`src/rtl/move_debouncer_if.sv`:
```
// Button/move bundle between the board inputs and the game FSM.
// Raw buttons are active-low; move pulses are active-high.
interface move_debouncer_if;
  logic btn_right_n;
  logic btn_left_n;
  logic btn_up_n;
  logic btn_down_n;
  logic busy;
  logic mov_right;
  logic mov_left;
  logic mov_up;
  logic mov_down;
  logic mov_pending;
  logic drop_flag;

  modport master (
    output btn_right_n, btn_left_n,
    output btn_up_n, btn_down_n, busy,
    input  mov_right, mov_left,
    input  mov_up, mov_down,
    input  mov_pending, drop_flag
  );

  modport slave (
    input  btn_right_n, btn_left_n,
    input  btn_up_n, btn_down_n, busy,
    output mov_right, mov_left,
    output mov_up, mov_down,
    output mov_pending, drop_flag
  );
endinterface

```
`src/rtl/move_debouncer.sv`:
```
// Four-button debouncer feeding a one-move-at-a-time pulse FSM.
// Bit order everywhere: 0=right 1=left 2=up 3=down (priority order).
module move_debouncer #(
  parameter int unsigned DEBOUNCE_CYCLES = 500000
) (
  input  logic            clk,
  input  logic            reset,
  move_debouncer_if.slave bus
);

  localparam logic [20:0] LIMIT = 21'(DEBOUNCE_CYCLES);

  typedef enum logic [1:0] {
    IDLE,
    PEND,
    EMIT,
    WAIT_REL
  } state_t;

  logic [3:0] raw;
  logic [3:0] sync1;
  logic [3:0] sync2;
  logic [3:0] deb;
  logic [3:0] deb_q;
  logic [3:0] press;

  assign raw = {bus.btn_down_n, bus.btn_up_n,
                bus.btn_left_n, bus.btn_right_n};

  // Two-flop synchronizer; released (1) out of reset.
  always_ff @(posedge clk) begin
    if (!reset) begin
      sync1 <= '1;
      sync2 <= '1;
    end else begin
      sync1 <= raw;
      sync2 <= sync1;
    end
  end

  for (genvar i = 0; i < 4; i++) begin : g_btn
    logic [19:0] cnt_r;
    logic        lvl;
    logic [20:0] cnt_inc;

    assign cnt_inc = {1'b0, cnt_r} + 21'd1;
    assign deb[i]  = lvl;

    // Count consecutive mismatches; flip the level on the Nth one.
    always_ff @(posedge clk) begin
      if (!reset) begin
        cnt_r <= '0;
        lvl   <= 1'b1;
      end else if (sync2[i] == lvl) begin
        cnt_r <= '0;
      end else if (cnt_inc == LIMIT) begin
        cnt_r <= '0;
        lvl   <= ~lvl;
      end else begin
        cnt_r <= cnt_inc[19:0];
      end
    end
  end

  // Registered released-to-pressed edge of each debounced level.
  always_ff @(posedge clk) begin
    if (!reset) begin
      deb_q <= '1;
      press <= '0;
    end else begin
      deb_q <= deb;
      press <= deb_q & ~deb;
    end
  end

  state_t     state;
  state_t     state_n;
  logic [3:0] dir;
  logic [3:0] dir_n;
  logic       drop;
  logic       drop_set;
  logic [3:0] pick;
  logic       multi;

  assign pick  = press & (~press + 4'd1);
  assign multi = |(press & (press - 4'd1));

  // State, captured direction and sticky drop flag.
  always_ff @(posedge clk) begin
    if (!reset) begin
      state <= IDLE;
      dir   <= '0;
      drop  <= 1'b0;
    end else begin
      state <= state_n;
      dir   <= dir_n;
      drop  <= drop | drop_set;
    end
  end

  // Next state; any press not taken in IDLE is dropped.
  always_comb begin
    state_n  = state;
    dir_n    = dir;
    drop_set = 1'b0;
    unique case (state)
      IDLE: begin
        if (|press) begin
          dir_n    = pick;
          drop_set = multi;
          state_n  = bus.busy ? PEND : EMIT;
        end
      end
      PEND: begin
        drop_set = |press;
        if (!bus.busy) state_n = EMIT;
      end
      EMIT: begin
        drop_set = |press;
        state_n  = WAIT_REL;
      end
      WAIT_REL: begin
        drop_set = |press;
        if (&deb) state_n = IDLE;
      end
      default: state_n = IDLE;
    endcase
  end

  logic [3:0] mov;

  assign mov = (state == EMIT) ? dir : 4'b0000;

  assign bus.mov_right   = mov[0];
  assign bus.mov_left    = mov[1];
  assign bus.mov_up      = mov[2];
  assign bus.mov_down    = mov[3];
  assign bus.mov_pending = (state == PEND);
  assign bus.drop_flag   = drop;

endmodule
```
`src/flat_wrapper.sv`:
```
// flat-port wrapper written by rule: the top's interface ports become plain ports
module move_debouncer_flat 
#(
  parameter int unsigned DEBOUNCE_CYCLES = 500000
)
  (clk, reset, bus_btn_right_n, bus_btn_left_n, bus_btn_up_n, bus_btn_down_n, bus_busy, bus_mov_right, bus_mov_left, bus_mov_up, bus_mov_down, bus_mov_pending, bus_drop_flag);
  move_debouncer_if bus_i ();
  input  logic clk;
  input  logic reset;
  input wire logic [$bits(bus_i.btn_right_n)-1:0] bus_btn_right_n;
  input wire logic [$bits(bus_i.btn_left_n)-1:0] bus_btn_left_n;
  input wire logic [$bits(bus_i.btn_up_n)-1:0] bus_btn_up_n;
  input wire logic [$bits(bus_i.btn_down_n)-1:0] bus_btn_down_n;
  input wire logic [$bits(bus_i.busy)-1:0] bus_busy;
  output wire logic [$bits(bus_i.mov_right)-1:0] bus_mov_right;
  output wire logic [$bits(bus_i.mov_left)-1:0] bus_mov_left;
  output wire logic [$bits(bus_i.mov_up)-1:0] bus_mov_up;
  output wire logic [$bits(bus_i.mov_down)-1:0] bus_mov_down;
  output wire logic [$bits(bus_i.mov_pending)-1:0] bus_mov_pending;
  output wire logic [$bits(bus_i.drop_flag)-1:0] bus_drop_flag;
  assign bus_i.btn_right_n = bus_btn_right_n;
  assign bus_i.btn_left_n = bus_btn_left_n;
  assign bus_i.btn_up_n = bus_btn_up_n;
  assign bus_i.btn_down_n = bus_btn_down_n;
  assign bus_i.busy = bus_busy;
  assign bus_mov_right = bus_i.mov_right;
  assign bus_mov_left = bus_i.mov_left;
  assign bus_mov_up = bus_i.mov_up;
  assign bus_mov_down = bus_i.mov_down;
  assign bus_mov_pending = bus_i.mov_pending;
  assign bus_drop_flag = bus_i.drop_flag;
  move_debouncer #(.DEBOUNCE_CYCLES(DEBOUNCE_CYCLES)) u_core (.clk(clk), .reset(reset), .bus(bus_i));
endmodule
```
`config.mk`:
```
export PLATFORM = sky130hd
export DESIGN_NAME = move_debouncer_flat
export DESIGN_NICKNAME = d
export VERILOG_FILES = /design/src/rtl/move_debouncer_if.sv /design/src/rtl/move_debouncer.sv /design/src/flat_wrapper.sv
export SDC_FILE = /design/constraint.sdc
export NUM_CORES = 1
export LEC_CHECK = 0
export ABC_AREA = 1
export BUFFER_PORTS_ARGS = -buffer_cell sky130_fd_sc_hd__buf_2
export CORE_UTILIZATION = 25
export DETAILED_ROUTE_END_ITERATION = 16
export PLACE_DENSITY = 0.45
export SLEW_MARGIN = 20
export SYNTH_ARGS = -nofsm -noshare
export SYNTH_HDL_FRONTEND = slang
export SYNTH_SLANG_ARGS = --single-unit
```
`constraint.sdc`:
```
create_clock -name clk -period 2.05 [get_ports clk]
set_clock_uncertainty 0.1 [all_clocks]
set_input_delay 0.205 -clock clk [delete_from_list [all_inputs] [get_ports clk]]
set_output_delay 0.205 -clock clk [all_outputs]
set_load 0.02 [all_outputs]
```
==> flow_summary.json <==
{
  "yosys_warnings": 0,
  "synth_common_cells": "273 x nand2_1, 195 x nor2_1, 146 x inv_1",
  "cts-buffers-inserted": 9,
  "rsz0062_at_grt": "true",
  "powerDensity_nw_per_um2": 506,
  "stdcell_area_um2": 8570,
  "dpl.hpwl_mm": 11.2,
  "grt_max_degree": 18,
  "synth.most_common_cell": "nand2_1",
  "place_area_um2": 7020,
  "r2r-start": "u_core.g_btn[1].cnt_r[1]",
  "ys_top_cells_by_area": "dfxtp_1 36%, nand2_1 17%, nor2_1 12%",
  "wire_per_inst_um": 11.1,
  "clock_path_buffers": 2,
  "synthCells": 946,
  "track_usage": 0.129,
  "initial_core_util": 0.254,
  "relSlewSlack": 0.630,
  "worstHoldPathCells": 5,
  "overflow": 0,
  "regToRegSetupSlack_ns": -0.006,
  "synth_edf_count": 0,
  "slowest_delay_ns": 0.35,
  "die_area_um2": 24400,
  "period_minus_slack_ns": 2.06,
  "grt_pass1_wl_mm": 25.1,
  "period_share": 1.00,
  "cp_top_family": "simple AND/OR/NAND/NOR gates",
  "insertion_delay_ns": 0.36,
  "p_leak_nw": 3.35,
  "worstHoldPathType": "primary input to flip-flop",
  "hold_viol": 0,
  "fin_setup_tns_ns": -0.00756,
  "grt_pass1_vias": 5401,
  "cts_tree": "yes",
  "synthFlopType": "dfxtp_1",
  "syn_area_um2": 5960,
  "ys_seq_elements": 107,
  "worstPathRequired_ns": 2.20,
  "ant_nets": 0,
  "criticalPathCategory": "flip-flop to flip-flop",
  "path_max_fanout": 6,
  "rows": 56,
  "post-route-drc-count": 0,
  "hold_path.startpoint": "bus_busy",
  "place_ws_ns": -0.111,
  "fillerInstances": 2523,
  "ff2ff_path_depth": 15,
  "status": "finished with violations",
  "setup_viol": 2,
  "fin_util": 0.366,
  "maxCapViolCount": 0,
  "startpoint_type": "flip-flop",
  "diodes": 0,
  "r2r_end": "u_core.g_btn[1].cnt_r[5]",
  "cp_common_cell": "nand2_1",
  "via_count": 5870,
  "post_synth_num_cell_types": 29,
  "fin_cells": 1414,
  "io_pins": 13,
  "ir_drop_v": 0.000351,
  "path_cells": "ha_4 > nand2_4 > nor2_4 > nand2_4 > nor2_4 > nand2_1 > nand2_1 > nand2_1 > inv_1 > nand2_1 > nor2_2 > nand3_2 > nand2_4 > clkbuf_16 > nor2_1",
  "syn-num-nets": 961,
  "syn_avg_cell_area_um2": 6.30,
  "ys_seq_area_frac": 0.360,
  "critical_path_buf_inv_count": 2,
  "cpMaxStageDelayCell": "dfxtp_2",
  "place_inst": 1354,
  "synth_top_area_cell": "dfxtp_1",
  "violations": "negative setup slack",
  "async_flop_share": 0,
  "clk_pin_slew_worst_paths_ns": 0.07,
  "endpoint_kind": "flip-flop",
  "portBuffers": 12,
  "tightest_slew_ns": 0.555,
  "antenna_found_initial": 0,
  "arrival_ns": 2.21,
  "core_area_um2": 23400,
  "drtIter0Drc": 234,
  "firstDrtPassIters": 4,
  "wl_mm": 15.7,
  "drive_gt1_frac": 0.337,
  "area_delta_synth_final_pct": 43.9,
  "die_w_um": 156,
  "fin_ws_ns": -0.00630,
  "max_freq_mhz": 486,
  "drv_slew": 0,
  "cts_num_sinks": 107,
  "place.gp.congestion": 0.792,
  "die_h_um": 156,
  "cts_root_buf": "clkbuf_16",
  "final_nets": 1105,
  "htreeDepth": 3,
  "viasPerCell": 4.15,
  "min_to": "u_core.state[0]",
  "yosys.area.top_type_share": 0.360
}
-- power by group --
part	switching (mW)	internal (mW)
combinational	0.176	0.121
clock	0.827	1.11
sequential	0.0167	2.10
total	1.02	3.32
-- cells in the final DEF, fill, tap and decap left out, types with 8 or more instances in the layout --
| cell type | instances |
|---|---|
| buf_2 | 12 |
| buf_4 | 109 |
| buf_6 | 8 |
| clkbuf_16 | 13 |
| dfxtp_1 | 75 |
| dfxtp_2 | 27 |
| inv_1 | 143 |
| nand2_1 | 243 |
| nand2_2 | 28 |
| nand2_4 | 12 |
| nand3_1 | 49 |
| nand3_2 | 16 |
| nand4_1 | 32 |
| nor2_1 | 120 |
| nor2_2 | 63 |
| nor2_4 | 39 |
| o21ai_0 | 11 |
| or2_2 | 8 |
| xnor2_1 | 8 |
| xor2_1 | 8 |
-- routing by layer --
| metal | vias to the layer above | track usage | routed length [um] | share of wire |
|---|---|---|---|---|
| li1 | 3197 | - | - | - |
| met1 | 2623 | 0.170 | 7940 | 0.51 |
| met2 | 38 | 0.213 | 7270 | 0.46 |
| met3 | 12 | 0.0161 | 237 | 0.015 |
| met4 | 0 | 0.0504 | 223 | 0.014 |
| met5 | - | 0 | 0 | 0 |
-- sequential cells by signal, summed over array words and instances, names as in the netlist --
name                  count
u_core.g_btn.cnt_r       80
u_core.deb_q              4
u_core.dir                4
u_core.g_btn.lvl          4
u_core.press              4
u_core.sync1              4
u_core.sync2              4
u_core.state              2
u_core.bus.drop_flag      1
-- worst reg2reg max path, stage by stage (launching register included) --
cell and delay [ns]:
dfxtp_2 0.35, ha_4 0.17, nand2_4 0.07, nor2_4 0.20
nand2_4 0.10, nor2_4 0.10, nand2_1 0.06, nand2_1 0.05
nand2_1 0.06, inv_1 0.05, nand2_1 0.05, nor2_2 0.12
nand3_2 0.11, nand2_4 0.15, clkbuf_16 0.17, nor2_1 0.04
-- cell families (layout without fill, tap and decap cells) --
family          Yosys count  after routing  share of synthesized area
fa+ha+maj                 8              8                     0.0168
xor+xnor                 19             19                     0.0292
simple gates            629            629                      0.459
flops                   107            107                      0.360
compound gates           26             26                     0.0261
buf+inv                 157            306                      0.109
-- worst max path at each step --
stage | startpoint | endpoint | cells past startpoint
4_1_cts | u_core.g_btn[2].cnt_r[0] | u_core.g_btn[2].cnt_r[18] | 14
3_5_place_dp | u_core.g_btn[0].cnt_r[0] | u_core.g_btn[0].cnt_r[2] | 13
3_3_place_gp | u_core.g_btn[2].cnt_r[0] | u_core.g_btn[2].cnt_r[10] | 13
2_1_floorplan | u_core.g_btn[2].cnt_r[0] | u_core.g_btn[2].cnt_r[2] | 13
6_report | u_core.g_btn[1].cnt_r[1] | u_core.g_btn[1].cnt_r[5] | 15
5_1_grt | u_core.g_btn[1].cnt_r[1] | u_core.g_btn[1].cnt_r[5] | 15
-- cell type report --
| cell class | count | area (um2) | area share |
|---|---|---|---|
| inverters | 146 | 551 | 0.0642 |
| repair buffers | 144 | 1260 | 0.147 |
| clock buffers | 10 | 239 | 0.0279 |
| multi-input cells | 682 | 3840 | 0.448 |
| clock inverters | 6 | 88.8 | 0.0104 |
| flip-flops and latches | 107 | 2190 | 0.256 |
| well taps | 319 | 399 | 0.0466 |
-- stage by stage --
stage          hold slack (ns)  power (mW)
5_1_grt                  0.150        4.54
3_5_place_dp             0.298        2.43
2_1_floorplan            0.212        2.36
3_3_place_gp             0.295        2.43
6_report                 0.120        4.34
4_1_cts                  0.120        4.42
-- what timing repair did --
item,CTS,global route
cloned,2,5
pin swaps,12,55
hold buffers,4,0
endpoints found under the setup margin,83,84
hold endpoints to repair,4,0
setup buffers,12,23
resized for setup,52,187
No activity file was read; power rests on OpenSTA's default activity.
